File: src/rtl/dmem_arb_pkg.sv
// rtl/dmem_arb_pkg.sv - shared FSM state and owner id definitions for dmem_arbiter
package dmem_arb_pkg;

  typedef enum logic [1:0] {
    ST_IDLE   = 2'd0,
    ST_ACCESS = 2'd1,
    ST_RESP   = 2'd2
  } state_e;

  localparam logic OWN_CPU = 1'b0;
  localparam logic OWN_DBG = 1'b1;

endpackage

File: src/rtl/dmem_arb_pick.sv
// rtl/dmem_arb_pick.sv - combinational 2-input grant selector; on contention the port not granted last wins
module dmem_arb_pick
  import dmem_arb_pkg::*;
(
  input  logic [1:0] req_i,   // bit 0 = CPU, bit 1 = DBG
  input  logic       last_i,
  output logic       win_o
);

  always_comb begin
    win_o = OWN_CPU;
    if (req_i[0] && req_i[1]) begin
      win_o = (last_i == OWN_CPU) ? OWN_DBG : OWN_CPU;
    end else if (req_i[1]) begin
      win_o = OWN_DBG;
    end
  end

endmodule

File: src/rtl/dmem_arbiter.sv
// rtl/dmem_arbiter.sv - CPU/DBG data-memory arbiter, IDLE->ACCESS->RESP per word access
// DMEM_ARB_RR_EN defined: round-robin arbitration; undefined: fixed priority, CPU first.
module dmem_arbiter
  import dmem_arb_pkg::*;
#(
  parameter int ADDR_W = 32,
  parameter int DATA_W = 32
) (
  input  logic              clk,
  input  logic              reset,
  input  logic              cpu_req,
  input  logic              cpu_we,
  input  logic [ADDR_W-1:0] cpu_addr,
  input  logic [DATA_W-1:0] cpu_wdata,
  output logic              cpu_ack,
  output logic [DATA_W-1:0] cpu_rdata,
  output logic              cpu_stall,
  input  logic              dbg_req,
  input  logic              dbg_we,
  input  logic [ADDR_W-1:0] dbg_addr,
  input  logic [DATA_W-1:0] dbg_wdata,
  output logic              dbg_ack,
  output logic [DATA_W-1:0] dbg_rdata,
  output logic              dbg_stall,
  output logic              err,
  output logic [ADDR_W-1:0] mem_access_addr,
  output logic [DATA_W-1:0] mem_write_data,
  output logic              mem_write_en,
  output logic              mem_read_en,
  input  logic [DATA_W-1:0] mem_read_data
);

  state_e            state_q, state_d;
  logic              owner_q, owner_d;
  logic              mis_q, mis_d;
  logic [ADDR_W-1:0] addr_q, addr_d;
  logic [DATA_W-1:0] wdata_q, wdata_d;
  logic              wen_q, wen_d;
  logic              ren_q, ren_d;
  logic              cpu_ack_q, cpu_ack_d;
  logic              dbg_ack_q, dbg_ack_d;
  logic              err_q, err_d;
  logic [DATA_W-1:0] cpu_rdata_q, cpu_rdata_d;
  logic [DATA_W-1:0] dbg_rdata_q, dbg_rdata_d;
  logic              last_q;
  logic              win;

  logic              sel_we;
  logic [ADDR_W-1:0] sel_addr;
  logic [DATA_W-1:0] sel_wdata;
  logic              sel_mis;
  logic [DATA_W-1:0] resp_data;

`ifdef DMEM_ARB_RR_EN
  logic last_d;
`else
  assign last_q = OWN_DBG;
`endif

  dmem_arb_pick u_pick (
    .req_i  ({dbg_req, cpu_req}),
    .last_i (last_q),
    .win_o  (win)
  );

  assign sel_we    = (win == OWN_DBG) ? dbg_we    : cpu_we;
  assign sel_addr  = (win == OWN_DBG) ? dbg_addr  : cpu_addr;
  assign sel_wdata = (win == OWN_DBG) ? dbg_wdata : cpu_wdata;
  assign sel_mis   = (sel_addr[1:0] != 2'b00);
  // writes and misaligned accesses return zero data
  assign resp_data = ren_q ? mem_read_data : '0;

  always_comb begin
    state_d     = state_q;
    owner_d     = owner_q;
    mis_d       = mis_q;
    addr_d      = addr_q;
    wdata_d     = wdata_q;
    wen_d       = 1'b0;
    ren_d       = 1'b0;
    cpu_ack_d   = 1'b0;
    dbg_ack_d   = 1'b0;
    err_d       = 1'b0;
    cpu_rdata_d = '0;
    dbg_rdata_d = '0;
`ifdef DMEM_ARB_RR_EN
    last_d      = last_q;
`endif
    case (state_q)
      ST_IDLE: begin
        if (cpu_req || dbg_req) begin
          state_d = ST_ACCESS;
          owner_d = win;
          addr_d  = sel_addr;
          wdata_d = sel_wdata;
          mis_d   = sel_mis;
          wen_d   = sel_we & ~sel_mis;
          ren_d   = ~sel_we & ~sel_mis;
`ifdef DMEM_ARB_RR_EN
          last_d  = win;
`endif
        end
      end
      ST_ACCESS: begin
        state_d = ST_RESP;
        err_d   = mis_q;
        if (owner_q == OWN_DBG) begin
          dbg_ack_d   = 1'b1;
          dbg_rdata_d = resp_data;
        end else begin
          cpu_ack_d   = 1'b1;
          cpu_rdata_d = resp_data;
        end
      end
      ST_RESP: state_d = ST_IDLE;
      default: state_d = ST_IDLE;
    endcase
  end

  always_ff @(posedge clk) begin
    if (reset) begin
      state_q     <= ST_IDLE;
      owner_q     <= OWN_CPU;
      mis_q       <= 1'b0;
      addr_q      <= '0;
      wdata_q     <= '0;
      wen_q       <= 1'b0;
      ren_q       <= 1'b0;
      cpu_ack_q   <= 1'b0;
      dbg_ack_q   <= 1'b0;
      err_q       <= 1'b0;
      cpu_rdata_q <= '0;
      dbg_rdata_q <= '0;
    end else begin
      state_q     <= state_d;
      owner_q     <= owner_d;
      mis_q       <= mis_d;
      addr_q      <= addr_d;
      wdata_q     <= wdata_d;
      wen_q       <= wen_d;
      ren_q       <= ren_d;
      cpu_ack_q   <= cpu_ack_d;
      dbg_ack_q   <= dbg_ack_d;
      err_q       <= err_d;
      cpu_rdata_q <= cpu_rdata_d;
      dbg_rdata_q <= dbg_rdata_d;
    end
  end

`ifdef DMEM_ARB_RR_EN
  // DBG-last at reset so the CPU wins the first contention
  always_ff @(posedge clk) begin
    if (reset) last_q <= OWN_DBG;
    else       last_q <= last_d;
  end
`endif

  assign mem_access_addr = addr_q;
  assign mem_write_data  = wdata_q;
  assign mem_write_en    = wen_q;
  assign mem_read_en     = ren_q;
  assign cpu_ack         = cpu_ack_q;
  assign dbg_ack         = dbg_ack_q;
  assign cpu_rdata       = cpu_rdata_q;
  assign dbg_rdata       = dbg_rdata_q;
  assign err             = err_q;
  assign cpu_stall       = cpu_req & ~cpu_ack_q;
  assign dbg_stall       = dbg_req & ~dbg_ack_q;

endmodule

File: config.mk
export PLATFORM = sky130hd
export DESIGN_NAME = dmem_arbiter
export DESIGN_NICKNAME = d
export VERILOG_FILES = /design/src/rtl/dmem_arb_pkg.sv /design/src/rtl/dmem_arb_pick.sv /design/src/rtl/dmem_arbiter.sv
export SDC_FILE = /design/constraint.sdc
export NUM_CORES = 1
export LEC_CHECK = 0
export ABC_AREA = 1
export BUFFER_PORTS_ARGS = -buffer_cell sky130_fd_sc_hd__buf_2
export CAP_MARGIN = 20
export CORE_ASPECT_RATIO = 0.9
export CORE_UTILIZATION = 25
export CTS_CLUSTER_SIZE = 28
export DETAILED_ROUTE_END_ITERATION = 12
export SYNTH_ARGS = -nofsm -noshare
export SYNTH_HDL_FRONTEND = slang
export SYNTH_SLANG_ARGS = --single-unit
File: constraint.sdc
create_clock -name clk -period 1.2 [get_ports clk]
set_clock_uncertainty 0.2 [all_clocks]
set_input_delay 0.18 -clock clk [delete_from_list [all_inputs] [get_ports clk]]
set_output_delay 0.18 -clock clk [all_outputs]
set_load 0.01 [all_outputs]
**After elaboration in Yosys (flattened, before gate mapping)**

Cells that the tools add are included.

- Output and inout port bits: 135
- Register bits after elaboration: 137
- Logic and storage cells: 45
- Input port bits: 166

- Reductions and logical operators: 9
- Bitwise gates (word level): 12
- Equality and inequality tests: 2
- Muxes and demuxes: 10

Operators by type and width:

| cell | number |
|---|---|
| $mux 32 | 3 |
| $reduce_or 3->1 | 3 |
| $not 1->1 | 8 |
| $mux 1 | 5 |
| $and 1x1->1 | 4 |
| $pmux 2 s2 | 1 |
| $eq 2x1->1 const B | 1 |
| $logic_not 2->1 | 1 |
| $mux 2 | 1 |
| $ne 2x2->1 const B | 1 |
| $reduce_and 2->1 | 1 |
| $reduce_bool 2->1 | 1 |
| $reduce_or 2->1 | 1 |
| $logic_and 1x1->1 | 1 |
| $logic_or 1x1->1 | 1 |

**Longest topological paths before layout**

Gate-level depths: netlist (run 1).

- Word-level depth: 6
- Gate-level depth with buffers: 8
- Mapped depth without buffers: 7

**Cells and area by module**

A second synthesis (run 1) with hierarchy kept.

- Cells, all modules: 836
- Area total of the unflattened synthesis: 5492.8 µm²

By module, submodules not included:

| module | cells an instance | times used | area each (µm²) |
|---|---|---|---|
| dmem_arbiter | 834 | 1 | 5480.3 |
| dmem_arb_pick | 2 | 1 | 12.5 |

**Worst setup path before layout (run 1)**

Ideal clock, no wire load.

- Path type: register to register
- Start point: register state_q[1]
- End point: register wdata_q[10], in the netlist mem_write_data[10]
- Cell stages (with the launch flop): 7
- Data arrival time: 1004 ps
- Slack: -120 ps
- Cell sequence: dfxtp_1 -> nor2_1 -> o21ai_2 -> buf_2 -> buf_4 -> nor2_1 -> nor2_1

- Longest elaborated chain between the ends: 2

Ends and longest elaborated chain:

| element | line | RTL |
|---|---|---|
| from (decl) | dmem_arbiter.sv:33 | `state_e state_q, state_d;` |
| from (signal assigned) | dmem_arbiter.sv:135 | `state_q <= state_d;` |
| $logic_not 2->1 | dmem_arbiter.sv:89 | `case (state_q)` |
| $reduce_and 2->1 (no line) | -- |  |
| to (signal assigned) | dmem_arbiter.sv:139 | `wdata_q <= wdata_d;` |
| to (decl) | dmem_arbiter.sv:37 | `logic [DATA_W-1:0] wdata_q, wdata_d;` |

Every way passes these cells.
A chain may end at the register's enable or synchronous reset.

**Final worst setup path (run 1)**

- Start point: register state_q[1]
- End point: register cpu_rdata_q[6], in the netlist cpu_rdata[6]

- Longest elaborated chain between the ends: 3

Ends and longest elaborated chain:

| element | line | RTL |
|---|---|---|
| $eq 2x1->1 | dmem_arbiter.sv:89 |  |
| $not 1->1 (no line) | -- |  |
| $reduce_or 3->1 (no line) | -- |  |
| to (signal assigned) | dmem_arbiter.sv:145 | `cpu_rdata_q <= cpu_rdata_d;` |
| to (decl) | dmem_arbiter.sv:43 | `logic [DATA_W-1:0] cpu_rdata_q, cpu_rdata_d;` |

Every way passes these cells.

==> results of run 1 <==
[worst min path at each step]
stage	start	to	slack, ns	depth (start not counted)
after detailed placement	mem_read_data[26]	dbg_rdata[26]	0.23	3
after global placement	mem_read_data[7]	dbg_rdata[7]	0.23	3
final	reset	owner_q	-0.19	2
after global routing	reset	owner_q	-0.21	2
after floorplan	reset	owner_q	0.05	1
after CTS	reset	owner_q	-0.20	2
[where the power goes]
group          internal, mW  switching [mW]
registers              4.87           0.190
logic                  1.54            1.31
clock network          3.07            2.11
total                  9.48            3.61
[cells in the final DEF (no fill, tap or decap), drive strengths merged]
master       Yosys  layout
nand3            6       6
clkinv           0       7
buf             30     336
o21ai           65      65
and2             1       1
bufinv           0       2
nand2          203     203
clkinvlp         0       4
a21oi            3       3
nor2           135     135
clkbuf          16      22
inv             47      48
dfxtp          137     137
nor3            65      65
dlygate4sd3      0     163
nand3b           1       1
[what timing repair did]
item                                   4_1_cts  5_1_grt
pin swaps                                    7        2
gates resized for setup                    243      113
setup buffers                                8        4
endpoints found under the hold margin      134        2
setup endpoints to repair                  265      269
cloned                                       1        5
[per-stage QoR]
step	setup WS, ns	power, mW	hold WS (ns)	setup TNS [ns]
global placement	-0.185	6.81	0.229	-13.11
floorplan	-0.00944	6.01	0.0491	-0.342
global route	-0.279	13.7	-0.208	-34.73
finish	-0.244	13.1	-0.190	-21.48
CTS	-0.147	13.0	-0.196	-18.55
detailed placement	-0.222	6.81	0.231	-13.89
[logic make-up after synthesis]
group | share of synthesized area, %
AO/OA/AOI/OAI | 6.65
buffers and inverters | 8.22
flip-flops | 53.0
AND/OR/NAND/NOR | 32.1
[critical path, cell delays in order, from the launching register on]
cell	delay, ns
dfxtp_4	0.37
nor3_4	0.29
nand2_4	0.13
clkbuf_16	0.21
nor3_1	0.16
[metal layers]
| metal | routed length [µm] | track usage [%] | vias up | part of all wire, % |
|---|---|---|---|---|
| met5 | 0 | 0 | - | 0 |
| met4 | 1180 | 11.9 | 0 | 5.2 |
| met3 | 1290 | 5.33 | 91 | 5.7 |
| met2 | 11500 | 35.6 | 325 | 51 |
| met1 | 8530 | 20.1 | 2966 | 38 |
| li1 | - | - | 3162 | - |
[flip-flops by register name, summed over array words and instances (netlist names)]
signal,cells
cpu_rdata,32
dbg_rdata,32
mem_access_addr,32
mem_write_data,32
state_q,2
cpu_ack,1
dbg_ack,1
err,1
mem_read_en,1
mem_write_en,1
mis_q,1
owner_q,1
[cell type report]
cell class / count / area (µm²) / area share (%)
tap: 255 / 319 / 2.96
clock inverter: 14 / 149 / 1.38
multi-input combinational: 479 / 2510 / 23.3
sequential: 137 / 2870 / 26.6
timing repair buffer: 503 / 4330 / 40.1
clock buffer: 18 / 429 / 3.98
inverter: 47 / 176 / 1.64
==> metrics.cfg, run 1 <==
[synthesis]
synthDistinctLibCells=22
mappedNetlistArea_um2=5170
synth_area_leaders=dfxtp_1 53%, nand2_1 15%, nor2_1 9.7%
syn_nets=875
yosysTopAreaCell=dfxtp_1
async_flop_share_pct=0
synth-edff-count=0
ys_ff_latch=137
ys_seq_area_share_pct=53.0
post-synth-top-count-cell=nand2_1
ys_top_cells_by_count=202 x nand2_1, 137 x dfxtp_1, 133 x nor2_1
synth_cells=709
synthFlopType=dfxtp_1
yosysWarnings=0
synth_top_area_share_pct=53.0
syn_area_per_cell_um2=7.30

[global_route]
first_global_vias=6856
grt_use_total_pct=19.7
antenna_found_initial=0
grt_max_degree=51
grt.overflow.total=0
grt_pass1_wl_mm=33.1

[die]
die_area_um2=21300
core_area_um2=20100
die_w_um=154
num_io_pins=301
die_h_um=138
fp-row-count=49
start_util_pct=25.7

[sta]
grt_setup_unrepaired=true
slew_headroom_pct=73.6
fmax_mhz=693
min_period_over_period_pct=120
finalSetupViolCount=269
drv_slew=0
tightest_slew_ns=0.397
holdWs_ns=-0.190
hold_viol=2
worst_slack_ns=-0.244
timing.final.crit_period_ns=1.44

[placed_design]
hpwl_mm=11.9
place_inst=1243
port_buffers=300
place_area_um2=7100
place.gp.congestion=0.763

[pwr]
ir_drop_mv=0.836
p_leak_nw=5.23
power_density_nw_per_um2=1210

[clock_network]
cts.clk_slew.worst_paths_ns=0.06
hold_buffers=163
clockBufferDepth=2
cts_sinks=137
htree_levels=4
numCtsBuffers=17
tritoncts=built
cts-root-buf=clkbuf_16
insertion_delay_ns=0.41

[status]
outcome=complete, but fails checks
violations=negative hold slack, negative setup slack

[cells_and_area]
fin_util_pct=53.6
drive_above_1_share_pct=48.1
fin_area_um2=10800
syn_to_final_growth_pct=109
antenna_cells=0
n_fill_cell=1688
final_cells=1453
nets=1351

[routing]
wirelength_mm=22.5
wire_per_inst_um=15.5
routed-via-count=6544
via_per_inst=4.50
route.detailed.drc=0
ant_nets=0
dr.pass1.iters=6
drt_iter0_markers=393

[critical_path]
startpoint=state_q[1]
worstSetupPathType=reg -> reg
end_kind=register
worstPathMaxFanout=16
r2r-start=state_q[1]
cp.arrival_ns=1.57
reg2regPathDepth=4
worstPathRequired_ns=1.32
cp-endpoint=cpu_rdata[6]
start_kind=register
r2r_slack_ns=-0.24
rr_endpoint=cpu_rdata[6]

[run]
maxCapViolations=0

[worst_hold_path]
hp-class=in -> reg

No activity file was read; power rests on OpenSTA's default activity.
==> run 2, diff against run 1 <==
ABC_AREA = unset   (was 1)
CAP_MARGIN = 25   (was 20)
==> metrics.cfg, run 2 <==
[placed_design]
place.gp.congestion=0.743  ; -2.6%
place_ws_ns=-0.474  ; -0.253 ns
port_buffers=300  ; unchanged
place_area_um2=7160  ; +0.92%
hpwl_mm=12.0  ; +1.4%

[synthesis]
ys_ff_latch=137  ; unchanged
synth_cells=570  ; -20%
async_flop_share_pct=0  ; unchanged
synth_area_leaders=dfxtp_1 53%, a311oi_2 14%, nand2_1 12%
synth_top_area_share_pct=52.5  ; -0.51 points
mappedNetlistArea_um2=5220  ; +0.97%
ys_top_cells_by_count=162 x nand2_1, 137 x dfxtp_1, 67 x nor2_1
synth-edff-count=0  ; unchanged
syn_nets=736  ; -16%
syn_area_per_cell_um2=9.16  ; +26%
synthDistinctLibCells=23  ; +4.5%
yosysTopAreaCell=dfxtp_1
yosysWarnings=0  ; unchanged
ys_seq_area_share_pct=52.5  ; -0.51 points
post-synth-top-count-cell=nand2_1
synthFlopType=dfxtp_1

[routing]
dr.pass1.iters=4  ; -2
wire_per_inst_um=16.7  ; +8.0%
ant_nets=0  ; unchanged
drt_iter0_markers=189  ; -52%
via_per_inst=4.64  ; +3.0%
routed-via-count=6164  ; -5.8%
route.detailed.drc=0  ; unchanged
wirelength_mm=22.2  ; -1.2%

[die]
num_io_pins=301  ; unchanged
die_w_um=154  ; +0.48%
start_util_pct=25.8  ; +0.091 points
core_area_um2=20200  ; +0.61%
fp-row-count=49  ; unchanged
die_h_um=139  ; +0.47%
die_area_um2=21500  ; +0.95%

[sta]
hold_viol=1  ; -1
timing.final.crit_period_ns=1.47  ; +0.0255 ns
fmax_mhz=681  ; -1.7%
worst_slack_ns=-0.269  ; -0.0255 ns
tightest_slew_ns=0.392  ; -0.00437 ns
min_period_over_period_pct=122  ; +2.1 points
grt_setup_unrepaired=true
finalSetupViolCount=270  ; +0.37%
drv_slew=0  ; unchanged
slew_headroom_pct=73.9  ; +0.29 points
tns_ns=-31.38  ; -9.90 ns
holdWs_ns=-0.109  ; +0.0808 ns

[worst_hold_path]
hp-class=in -> reg

[cells_and_area]
syn_to_final_growth_pct=109  ; about the same
mostFrequentLayoutCells=208 x buf_2, 164 x dlygate4sd3_1, 161 x nand2_1
nets=1227  ; -9.2%
fin_area_um2=10900  ; +1.1%
antenna_cells=0  ; unchanged
final_common_cell=buf_2
n_fill_cell=1672  ; -0.95%
drive_above_1_share_pct=54.8  ; +6.8 points

[clock_network]
htree_levels=4  ; unchanged
clockBufferDepth=2  ; unchanged
insertion_delay_ns=0.41  ; about the same
tritoncts=built
cts-root-buf=clkbuf_16
numCtsBuffers=17  ; unchanged
cts.clk_slew.worst_paths_ns=0.06  ; about the same
cts_sinks=137  ; unchanged
hold_buffers=164  ; +0.61%

[global_route]
grt.overflow.total=0  ; unchanged
grt_use_total_pct=18.8  ; -0.86 points
grt_max_degree=67  ; +31%
grt_pass1_wl_mm=31.5  ; -4.9%
antenna_found_initial=0  ; unchanged
first_global_vias=6278  ; -8.4%

[pwr]
power_density_nw_per_um2=1240  ; +1.9%
ir_drop_mv=0.789  ; -5.5%
p_leak_nw=4.70  ; -10%
total_power_mw=13.5  ; +3.0%

[status]
violations=negative hold slack, negative setup slack
outcome=complete, but fails checks

[critical_path]
end_kind=register
cp_slowest_cell=dfxtp_4
max_stage_delay_ns=0.36  ; about the same
start_kind=register
worstPathMaxFanout=23  ; +7
worstPathRequired_ns=1.32  ; about the same
cp.arrival_ns=1.59  ; +0.02 ns
crit_chain=nor2_4, buf_6, a21oi_1, a311oi_2
worstSetupPathType=reg -> reg

[run]
maxCapViolations=0  ; unchanged

run 2: cell count changes after synthesis, moves of 40 or more:
cell / change
nor2_1: -66
o21ai_0: -52
inv_1: -41
nand2_1: -40
a21oi_1: +63
a311oi_2: +50
nor3_1: -64
run 2: report_power, final:
part | switching [mW] | internal, mW | total, mW
clock | 2.36 | 2.83 | 5.20
combinational | 1.36 | 1.84 | 3.20
sequential | 0.208 | 4.87 | 5.08
total | 3.94 | 9.54 | 13.5
run 2: cells by family (layout without fill, tap and decap cells):
kind of cell / count (synthesis) / after routing / share of synthesized area (%)
multiplexers: 2 / 2 / 0.383
AND/OR/NAND/NOR: 242 / 242 / 18.2
buffers and inverters: 57 / 561 / 5.51
flip-flops: 137 / 137 / 52.5
AO/OA/AOI/OAI: 132 / 132 / 23.4
run 2: layout make-up:
class / instances / area (µm²) / area share [%]
Tap cell: 255 / 319 / 2.93
Clock inverter: 14 / 148 / 1.35
Timing Repair Buffer: 526 / 4610 / 42.3
Inverter: 3 / 11.3 / 0.103
Sequential cell: 137 / 2870 / 26.3
Multi-Input combinational cell: 376 / 2510 / 23.0
Clock buffer: 18 / 439 / 4.03
run 2: repair_timing:
| action | CTS | global route |
|---|---|---|
| buffers inserted | 5 | 15 |
| resized for setup | 162 | 119 |
| cloned | 2 | 10 |
| hold endpoints to repair | 132 | 1 |
| pin swaps | 1 | 33 |
| setup endpoints to repair | 269 | 271 |
run 2: path summary, 6_finish.rpt:
path	startpoint	to	slack (ns)	cells after the start
setup / recovery	state_q[1]	mem_access_addr[3]	-0.27	4
hold / removal	reset	state_q[1]	-0.11	3
setup reg to reg	state_q[1]	mem_access_addr[3]	-0.27	4
hold reg to reg	mis_q	err	0.29	1
run 2: per-stage QoR:
| step | std cells | utilization [%] |
|---|---|---|
| CTS | 1305 | 49.8 |
| global route | 1329 | 53.9 |
| floorplan | 570 | - |
| finish | 1329 | 53.9 |
| global placement | 1102 | 35.4 |
| detailed placement | 1102 | 35.4 |
run 2: critical path, delay by kind of cell (launching register included):
kind,cells,cell delay [ns]
buf+inv,1,0.24
simple gates,1,0.16
flops,1,0.36
compound gates,2,0.40
run 2: metal layers:
layer	share of wire [%]	vias up	GRT usage [%]	routed length, µm
met5	0	-	0	0
met4	3.2	0	8.49	699
met3	7.2	49	6.13	1600
met2	49	295	33.0	10900
met1	40	2879	20.6	8950
li1	-	2941	-	-
